`src/rtl/pfd_loop_filter.sv`:
```
// Digital charge pump + PI loop filter: measures synchronized PFD up/dn pulse widths, updates a DCO word.
// Latency: ctrl_out/ctrl_valid two cycles after synchronized up/dn both fall; no backpressure (strobe only).
// Backpressure: none; ctrl_valid is a one-cycle strobe and the consumer must take it.
module pfd_loop_filter #(
    parameter int CTRL_W    = 12,
    parameter int INT_W     = 20,
    parameter int CTRL_INIT = 2048,
    parameter int KP_SHIFT  = 2,
    parameter int KI_SHIFT  = 6,
    parameter int TIMEOUT   = 4095,
    parameter int LOCK_WIN  = 2,
    parameter int LOCK_CNT  = 64
) (
    input  logic              clk,
    input  logic              rst,
    input  logic              en,
    input  logic              up,
    input  logic              dn,
    output logic [CTRL_W-1:0] ctrl_out,
    output logic              ctrl_valid,
    output logic              locked,
    output logic              sat
);

    localparam int ERR_W = 13;
    localparam int SUM_W = INT_W + 2;
    localparam int GC_W  = $clog2(LOCK_CNT + 1);

    localparam logic signed [INT_W:0]   INT_MAX  = {2'b00, {(INT_W-1){1'b1}}};
    localparam logic signed [INT_W:0]   INT_MIN  = {2'b11, {(INT_W-1){1'b0}}};
    localparam logic signed [SUM_W-1:0] INIT_S   = SUM_W'(CTRL_INIT);
    localparam logic signed [SUM_W-1:0] CTRL_MAX = SUM_W'((1 << CTRL_W) - 1);
    localparam logic [11:0]             TMO      = 12'(TIMEOUT);
    localparam logic [GC_W-1:0]         GC_MAX   = GC_W'(LOCK_CNT);
    localparam logic [ERR_W-1:0]        WIN      = ERR_W'(LOCK_WIN);

    typedef enum logic [1:0] {IDLE, MEASURE, UPDATE} state_t;

    state_t                    state, state_n;
    logic                      up_s1, up_s2, dn_s1, dn_s2;
    logic                      u, d;
    logic signed [ERR_W-1:0]   err, inc;
    logic [11:0]               tcnt;
    logic                      to_flag;
    logic signed [INT_W-1:0]   integ, integ_n;
    logic signed [INT_W:0]     integ_wide;
    logic signed [ERR_W-1:0]   p_term;
    logic signed [INT_W-1:0]   i_term;
    logic signed [SUM_W-1:0]   sum;
    logic [CTRL_W-1:0]         ctrl_n;
    logic                      sat_n;
    logic [ERR_W-1:0]          err_abs;
    logic                      in_win;
    logic [GC_W-1:0]           good_cnt, good_n;

    assign u = up_s2;
    assign d = dn_s2;

    always_ff @(posedge clk or posedge rst) begin
        if (rst) begin
            up_s1 <= 1'b0;
            up_s2 <= 1'b0;
            dn_s1 <= 1'b0;
            dn_s2 <= 1'b0;
        end else begin
            up_s1 <= up;
            up_s2 <= up_s1;
            dn_s1 <= dn;
            dn_s2 <= dn_s1;
        end
    end

    always_comb begin
        inc = '0;
        if (u && !d)
            inc = 13'sd1;
        else if (d && !u)
            inc = -13'sd1;
    end

    always_comb begin
        state_n = state;
        if (!en) begin
            state_n = IDLE;
        end else begin
            case (state)
                IDLE:    if (u || d) state_n = MEASURE;
                MEASURE: if (!u && !d) state_n = UPDATE;
                         else if (tcnt == TMO) state_n = UPDATE;
                UPDATE:  state_n = IDLE;
                default: state_n = IDLE;
            endcase
        end
    end

    // Update datapath: saturating integrator, then PI sum clamped to the DCO code range.
    always_comb begin
        integ_wide = {integ[INT_W-1], integ} + {{(INT_W+1-ERR_W){err[ERR_W-1]}}, err};
        if (integ_wide > INT_MAX)
            integ_n = INT_MAX[INT_W-1:0];
        else if (integ_wide < INT_MIN)
            integ_n = INT_MIN[INT_W-1:0];
        else
            integ_n = integ_wide[INT_W-1:0];

        p_term = err >>> KP_SHIFT;
        i_term = integ_n >>> KI_SHIFT;
        sum    = INIT_S
               + {{(SUM_W-ERR_W){p_term[ERR_W-1]}}, p_term}
               + {{2{i_term[INT_W-1]}}, i_term};

        ctrl_n = sum[CTRL_W-1:0];
        sat_n  = 1'b0;
        if (sum[SUM_W-1]) begin
            ctrl_n = '0;
            sat_n  = 1'b1;
        end else if (sum > CTRL_MAX) begin
            ctrl_n = '1;
            sat_n  = 1'b1;
        end

        err_abs = err[ERR_W-1] ? -err : err;
        in_win  = (err_abs <= WIN) && !to_flag;
        good_n  = (good_cnt == GC_MAX) ? GC_MAX : good_cnt + 1'b1;
    end

    always_ff @(posedge clk or posedge rst) begin
        if (rst) begin
            state      <= IDLE;
            err        <= '0;
            tcnt       <= '0;
            to_flag    <= 1'b0;
            integ      <= '0;
            good_cnt   <= '0;
            ctrl_out   <= CTRL_W'(CTRL_INIT);
            ctrl_valid <= 1'b0;
            locked     <= 1'b0;
            sat        <= 1'b0;
        end else begin
            state      <= state_n;
            ctrl_valid <= 1'b0;
            if (!en) begin
                err      <= '0;
                tcnt     <= '0;
                good_cnt <= '0;
                locked   <= 1'b0;
            end else begin
                case (state)
                    IDLE: begin
                        if (u || d) begin
                            err     <= inc;
                            tcnt    <= 12'd1;
                            to_flag <= 1'b0;
                        end
                    end
                    MEASURE: begin
                        if (u || d) begin
                            if (tcnt == TMO) begin
                                to_flag <= 1'b1;
                            end else begin
                                err  <= err + inc;
                                tcnt <= tcnt + 12'd1;
                            end
                        end
                    end
                    UPDATE: begin
                        integ      <= integ_n;
                        ctrl_out   <= ctrl_n;
                        sat        <= sat_n;
                        ctrl_valid <= 1'b1;
                        if (in_win) begin
                            good_cnt <= good_n;
                            locked   <= (good_n == GC_MAX);
                        end else begin
                            good_cnt <= '0;
                            locked   <= 1'b0;
                        end
                    end
                    default: ;
                endcase
            end
        end
    end

endmodule

```
`config.mk`:
```
export PLATFORM = sky130hd
export DESIGN_NAME = pfd_loop_filter
export DESIGN_NICKNAME = d
export VERILOG_FILES = /design/src/rtl/pfd_loop_filter.sv
export SDC_FILE = /design/constraint.sdc
export NUM_CORES = 1
export LEC_CHECK = 0
export BUFFER_PORTS_ARGS = -buffer_cell sky130_fd_sc_hd__buf_4
export CORE_MARGIN = 2
export CORE_UTILIZATION = 45
export DETAILED_ROUTE_END_ITERATION = 10
export SLEW_MARGIN = 20
export SYNTH_ARGS = -nofsm -noshare
export SYNTH_HDL_FRONTEND = slang
export SYNTH_SLANG_ARGS = --single-unit
export TNS_END_PERCENT = 5
```
`constraint.sdc`:
```
create_clock -name clk -period 6.53 [get_ports clk]
set_clock_uncertainty 0.05 [all_clocks]
set_input_delay 0.3265 -clock clk [delete_from_list [all_inputs] [get_ports clk]]
set_output_delay 0.3265 -clock clk [all_outputs]
set_load 0.005 [all_outputs]
```
* Yosys cells after proc, flatten, opt, wreduce, memory -nomap -nowiden *
Cells that the tools add are included.
W data, S select, Z words.

operators by class
  add/subtract/negate cells = 7
  order comparisons = 4
  equal/unequal tests = 14
  multiplexer cells = 37
  reduce and logical (&&, ||, !) cells = 14

operators with widths
  kind                      number
  $mux W13                  7
  $mux W12                  6
  $mux W20                  2
  $mux W7                   4
  $pmux W13 S2              1
  $pmux W12 S2              1
  $add A20 B13 Y21          1
  $gt A21 B20 Y1 const B    1
  $lt A21 B20 Y1 const B    1
  $add A14 B14 Y15          1
  $gt A15 B13 Y1 const B    1
  $add A13 B11 Y14 const A  1
  $eq A7 B7 Y1 const B      2
  $add A13 B13 Y13          1
  $le A13 B2 Y1 const B     1
  $neg A13 Y13              1
  $add A12 B1 Y12 const B   1
  $eq A12 B12 Y1 const B    1
  $mux W1                   10
  $ne A3 B3 Y1 const B      3
  $mux W2                   4
  $add A7 B1 Y7 const B     1
  $ne A2 B2 Y1 const B      3
  $reduce_and A5 Y1         1
  other kinds (14)          20

storage, ports and cells
  register bits = 74
  bits of input ports = 5
  output and inout port bits = 15
  word-level logic and storage cells = 90

* Logic depth before layout (Yosys ltp) *
Gate-level depths: netlist of the first run.

  depth in word-level cells = 9
  mapped depth = 24

* Least setup slack after synthesis of the first run *
No wires, ideal clock.

  path kind = reg2reg
  from = register err[0]
  to = register ctrl_out[0]
  library setup time = 132 ps
  data arrival time = 5421 ps
  data required time = 6348 ps
  path slack = 927 ps
  cell stages (with the launch flop) = 24
  path buffers = 3
  cells stage by stage = dfrtp_1 > ha_1 > inv_1 > fa_1 > nand2b_1 > a21o_1 > a21oi_1 > a31oi_1 > o21ai_0 > o31a_1 > clkbuf_1 > clkbuf_1 > nand2_1 > nand2_1 > ha_1 > ha_1 > o21ai_0 > o21ai_0 > a2111oi_0 > o31ai_1 > mux2i_1 > o2111a_1 > clkbuf_1 > nor2_1

between the ends
  longest elaborated chain between the ends = 8
  elaborated cells on any way between the ends = 9
  those cells by class = 2 x add/sub; 3 x order compare; 4 x mux

RTL lines
  item                    RTL line  RTL
  start, declared         42        logic signed [ERR_W-1:0] err, inc;
  start signal, assigned  151       err <= inc;
  start signal, assigned  161       err <= err + inc;
  $add A20 B13 Y21 *      98        integ_wide = {integ[INT_W-1], integ} + {{(INT_W+1-ERR_W){err[ERR_W-1]}}, err};
  $lt A21 B20 Y1          101       else if (integ_wide < INT_MIN)
  $mux W20                101
  $mux W20 *              99        if (integ_wide > INT_MAX)
  named net integ_n[9]    45        logic signed [INT_W-1:0] integ, integ_n;
  $add A14 B14 Y15 *      110       + {{2{i_term[INT_W-1]}}, i_term};
  $gt A15 B13 Y1          117       end else if (sum > CTRL_MAX) begin
  $mux W12                117
  $mux W12 *              114       if (sum[SUM_W-1]) begin
  end signal, assigned    135       ctrl_out <= CTRL_W'(CTRL_INIT);
  end signal, assigned    168       ctrl_out <= ctrl_n;
  end, declared           19        output logic [CTRL_W-1:0] ctrl_out,

The timed path passes the listed nets; every way through them passes the cells marked *.
A chain may end at the register's enable or synchronous reset.

* Worst setup path in the final report of the first run *
  from = register err[0]
  to = register ctrl_out[1]

Same word-level chain as after synthesis.

==> impl_metrics.ini, run 1 <==
[setup_path]
cp.required_ns = 6.76
end_kind = flop
cp_max_fo = 13
cp_cell_sequence = ha_1 > inv_1 > fa_1 > nand2b_1 > a21o_1 > a21oi_1 > a31oi_1 > o21ai_0 > o31a_1 > a211o_1 > ha_1 > ha_1 > fa_1 > a21o_1 > a21oi_1 > o21ai_0 > and3_1 > or3_1 > nand4_1 > buf_4 > o22ai_1 > nor2_1
cp_top_family = compound AO/OA/AOI/OAI gates
critPathLaunchType = flop
crit_type = reg2reg
crit_top_cell = ha_1
worstPathArrival_ns = 6.18
max_stage_delay_ns = 0.50
path_buf_inv = 2
crit_slowest_cell = dfrtp_1

[layout]
n_antenna_cell = 0
fillers = 1184
ff_latch_area_um2 = 1850
nNetsFinal = 757
area_growth_pct = 11.6
drive_gt1_share_pct = 10.0
final_cell_mix = dfrtp_1 (73), ha_1 (65), nor2_1 (61)
multi_input_comb_area_um2 = 3710
design_area_um2 = 6450
layout_commonest_cell = dfrtp_1

[timing]
drv_slew = 0
finalCriticalPeriod_ns = 5.95
final-hold-violation-count = 0
period_share_pct = 91.1
max_slew_margin_pct = 32.3
fmax_ghz = 0.168
setup_slack_ns = 0.580
rsz0062_at_grt = false
setup-violations-final = 0
tightest_slew_ns = 1.01
tns_ns = 0
timing.hold.ws_ns = 0.0335

[die]
coreArea_um2 = 12600
die_w_um = 117
initial_core_util_pct = 46.0
placementRows = 41
dieArea_um2 = 13800
die_h_um = 117
io_pins = 20

[global_route]
grt_pass1_wl_um = 23300
grt.total_usage_pct = 20.8
grt_pass1_vias = 4888
antenna_found_initial = 0
overflow = 0
grt_max_degree = 75

[clock_network]
clk_latency_ns = 0.35
cts_setup_buffers = 0
htreeDepth = 3
cts_tree = built
clk_pin_slew_ns = 0.06
cts_sinks = 74
cts_hold_buffers = 0
cts_root_buf = clkbuf_16
cts_buffers = 9
cts_resized = 0
ctsLongestPathBuffers = 2

[route]
vias = 5057
drtPass1Iterations = 5
drt_first_iter_violations = 220
ant_nets = 0
wire_per_inst_um = 16.3
routed_wl_um = 14000
drc = 0
viasPerCell = 5.87

[synth]
seq_area_frac_synth_pct = 32.0
avgSynthCellArea_um2 = 8.72
synth-main-ff-cell = dfrtp_1
synthDistinctLibCells = 69
synth_nets = 736
syn_area_um2 = 5780
netlist_instances = 663
synth_edf_count = 0
ys_warn_count = 0
ys_ff_latch = 74
async_flop_share_pct = 100

[power]
p_leak_nw = 3.07
seqPwrFrac_pct = 24.5
power_frac_comb_pct = 55.0
intPower_mw = 1.56
switching_share_pct = 40.5
p_sw_mw = 1.06
power_frac_clock_pct = 20.5
max-vdd-ir-drop_mv = 0.158
pwr_density_cell_nw_per_um2 = 406

[run_status]
status = complete, no violations

[place]
place_ws_ns = 0.671
dpl_cell_area_um2 = 6130
gp_congestion = 0.885
io_buffers = 19
dp_hpwl_um = 10300

[flow_run]
drv_cap = 0

[hold_path]
hp-class = in2reg
worst paths after layout:
kind / startpoint / to / slack (ns) / cells past startpoint
hold / removal: dn / dn_s1 / 0.03 / 1
min in group asynchronous: rst / ctrl_out[0] / 0.22 / 3
hold reg to reg: up_s1 / u / 0.31 / 0
max in group asynchronous: rst / integ[5] / 5.60 / 3
setup reg to reg: err[0] / ctrl_out[1] / 0.58 / 22
setup / recovery: err[0] / ctrl_out[1] / 0.58 / 22
logic make-up after synthesis:
family                   count (synthesis)  share of synthesized area, %
adder cells (fa/ha/maj)                 68                          15.1
flip-flops                              74                          32.0
AO/OA/AOI/OAI                          201                          22.8
AND/OR/NAND/NOR                        212                          17.7
multiplexers                            11                          2.03
buffers and inverters                   54                          3.85
XOR/XNOR                                43                          6.51
area by class of cell:
cell class,count,area share [%]
multi-input combinational,535,57.5
clock inverter,5,1.20
inverter,34,1.98
timing repair buffer,30,3.49
clock buffer,11,3.76
sequential,74,28.7
tap,172,3.33
flip-flops by register name, summed over array words and instances, names as in the netlist, 2 cells and up:
name      cells
ctrl_out     12
integ        20
state         2
err          13
good_cnt      7
tcnt         12
routing by layer:
metal  GRT usage (%)  routed length, µm  up-vias
li1                -                  -     2470
met3            3.89                495       31
met5               0                  0        -
met4            9.19                393        0
met2            34.7               6730       84
met1            26.4               6420     2472
Yosys cell counts, drive strengths merged (6+ instances only):
library cell,instances,area (µm²)
ha,65,813
and3,7,43.8
nor2,61,229
xnor2,30,263
inv,33,124
a21oi,53,265
o21ai,34,170
or3,9,60.1
mux2,6,67.6
nand3,18,90.1
nor3,20,100
o22ai,16,100
nand2,53,199
a21o,19,144
nand4,9,56.3
a31oi,6,37.5
o31ai,8,60.1
o21bai,8,60.1
clkbuf,17,75.1
xor2,13,114
o211ai,11,82.6
nand2b,7,43.8
dfrtp,73,1830
a211o,7,61.3
o21a,8,60.1
power groups by stage:
stage                     Sequential (mW)  Clock, mW  Combinational [mW]
after detailed placement            0.649          0                1.43
after global placement              0.645          0                1.41
final                               0.641      0.537                1.44
after global routing                0.655      0.572                1.60
after floorplan                     0.631          0                1.08
after CTS                           0.642      0.551                1.44
stage by stage:
| step | instances | util, % | total power [mW] |
|---|---|---|---|
| after floorplan | 663 | - | 1.71 |
| after global placement | 845 | 48.8 | 2.06 |
| after detailed placement | 845 | 48.8 | 2.08 |
| after CTS | 861 | 51.3 | 2.63 |
| after global routing | 861 | 51.4 | 2.82 |
| final | 861 | 51.4 | 2.62 |
worst register-to-register path, delay by kind of cell (launching register included):
kind            cells  cell delay (ns)
buf+inv             2             0.27
simple gates        5             0.98
flops               1             0.50
compound gates     10             2.58
fa+ha+maj           5             1.49
Power figures use the tool's default switching activity.
==> run 2, diff against run 1 <==
--- a/config.mk
+++ b/config.mk
@@ -9,6 +9,7 @@
 export CORE_MARGIN = 2
 export CORE_UTILIZATION = 45
 export DETAILED_ROUTE_END_ITERATION = 10
+export PLACE_DENSITY_LB_ADDON = 0.08
 export SLEW_MARGIN = 20
 export SYNTH_ARGS = -nofsm -noshare
 export SYNTH_HDL_FRONTEND = slang
==> run 2 against run 1 <==
  * Final cell count did not move
  * Non-clock buffer count unchanged
  * Hold slack improved by 0.0041 ns
  * Utilization barely moved
  * Sequential power hardly changed
  * Clock power hardly changed
  * Combinational power is essentially flat
  * Power is 0.52% lower
  * First-iteration DRC count rose by 27%
  * Global-route usage fell by 0.16 points
  * Highest routed layer unchanged
  * Count of clock-buffer cells in the layout shrank 1
  * Die area did not move
==> impl_metrics.ini, run 2 (synthesis results as in run 1) <==
[timing]
finalCriticalPeriod_ns = 5.93
fmax_ghz = 0.169
rsz0062_at_grt = false
setup_slack_ns = 0.595
final-hold-violation-count = 0
tightest_slew_ns = 0.982
tns_ns = 0
setup-violations-final = 0
period_share_pct = 90.9
drv_slew = 0
max_slew_margin_pct = 34.2

[global_route]
grt.total_usage_pct = 20.7
grt_pass1_wl_um = 23300
overflow = 0
antenna_found_initial = 0
grt_pass1_vias = 4762
grt_max_degree = 75

[clock_network]
cts_setup_buffers = 0
cts_sinks = 74
clk_pin_slew_ns = 0.06
cts_hold_buffers = 0
cts_tree = built
ctsLongestPathBuffers = 2
cts_resized = 0
cts_root_buf = clkbuf_16
cts_buffers = 9
htreeDepth = 3
clk_latency_ns = 0.34

[layout]
reg_top3 = integ: 20 flops, err: 13 flops
design_area_um2 = 6450
largest_reg_flops = 20
drive_gt1_share_pct = 9.87
layout_commonest_cell = dfrtp_1
regMostFlops = integ
final_cell_mix = dfrtp_1 (73), ha_1 (65), nor2_1 (61)
instances_no_fill = 861
n_antenna_cell = 0
nNetsFinal = 757
area_growth_pct = 11.6

[place]
io_buffers = 19
placed_cells = 845
dpl_cell_area_um2 = 6130
gp_congestion = 0.867
dp_hpwl_um = 10300
place_ws_ns = 0.692

[route]
drtPass1Iterations = 5
wire_per_inst_um = 16.0
ant_nets = 0
drt_first_iter_violations = 280
drc = 0
vias = 4967
viasPerCell = 5.77
routed_wl_um = 13800

[die]
initial_core_util_pct = 46.0
io_pins = 20
coreArea_um2 = 12600
die_h_um = 117
die_w_um = 117
dieArea_um2 = 13800
placementRows = 41

[setup_path]
cp_max_fo = 12
end_kind = flop
cp.required_ns = 6.75
worstPathArrival_ns = 6.16
crit_type = reg2reg
critPathLaunchType = flop

[flow_run]
drv_cap = 0

[hold_path]
hp-class = in2reg

[power]
p_total_mw = 2.60
max-vdd-ir-drop_mv = 0.169
p_leak_nw = 3.07
pwr_density_cell_nw_per_um2 = 404

[run_status]
status = complete, no violations
==> run 2: power breakdown <==
part	leakage, nW	internal, mW	total, mW	switching, mW
registers	0.934	0.563	0.638	0.0757
clock network	0.153	0.336	0.539	0.203
logic	1.98	0.649	1.43	0.778
==> run 2: stage by stage <==
| step | util [%] | hold WS [ns] |
|---|---|---|
| finish | 51.3 | 0.0376 |
| global route | 51.3 | 0.0206 |
| CTS | 51.3 | 0.0222 |
| detailed placement | 48.8 | 0.297 |
| global placement | 48.8 | 0.295 |
| floorplan | - | 0.281 |
==> run 2: layout make-up <==
cell class | instances | area [µm²]
clock buffers | 10 | 229
clock inverters | 6 | 90.1
fillers | 1209 | 6120
inverters | 34 | 128
multi-input cells | 535 | 3710
flip-flops and latches | 74 | 1850
well taps | 172 | 215
repair buffers | 30 | 225
==> run 2: per-layer routing <==
metal,wire [µm],vias to the layer above,global-route usage [%]
li1,-,2480,-
met1,6410,2399,26.9
met2,6720,69,34.5
met3,424,19,2.97
met4,230,0,8.58
met5,0,-,0
==> run 2: final timing paths <==
| kind | start | end | slack (ns) | depth (start not counted) |
|---|---|---|---|---|
| setup / recovery | err[0] | ctrl_out[11] | 0.60 | 21 |
| hold / removal | dn | dn_s1 | 0.04 | 1 |
| setup reg to reg | err[0] | ctrl_out[11] | 0.60 | 21 |
| hold reg to reg | dn_s1 | d | 0.31 | 0 |
| max in group asynchronous | rst | integ[5] | 5.57 | 3 |
| min in group asynchronous | rst | good_cnt[5] | 0.25 | 3 |
==> run 2: critical path, stage by stage (launching register included) <==
cell and delay, ns:
dfrtp_1 0.50, ha_1 0.24, inv_1 0.06, fa_1 0.37
nand2b_1 0.19, a21o_1 0.18, a21oi_1 0.31, a31oi_1 0.26
o21ai_0 0.33, o31a_1 0.44, a211o_1 0.23, ha_1 0.27
ha_1 0.32, a211oi_1 0.28, o21ai_0 0.20, a2111oi_0 0.45
buf_4 0.20, o31ai_1 0.08, mux2i_1 0.19, o2111a_1 0.49
nor2_1 0.10, o21a_1 0.11
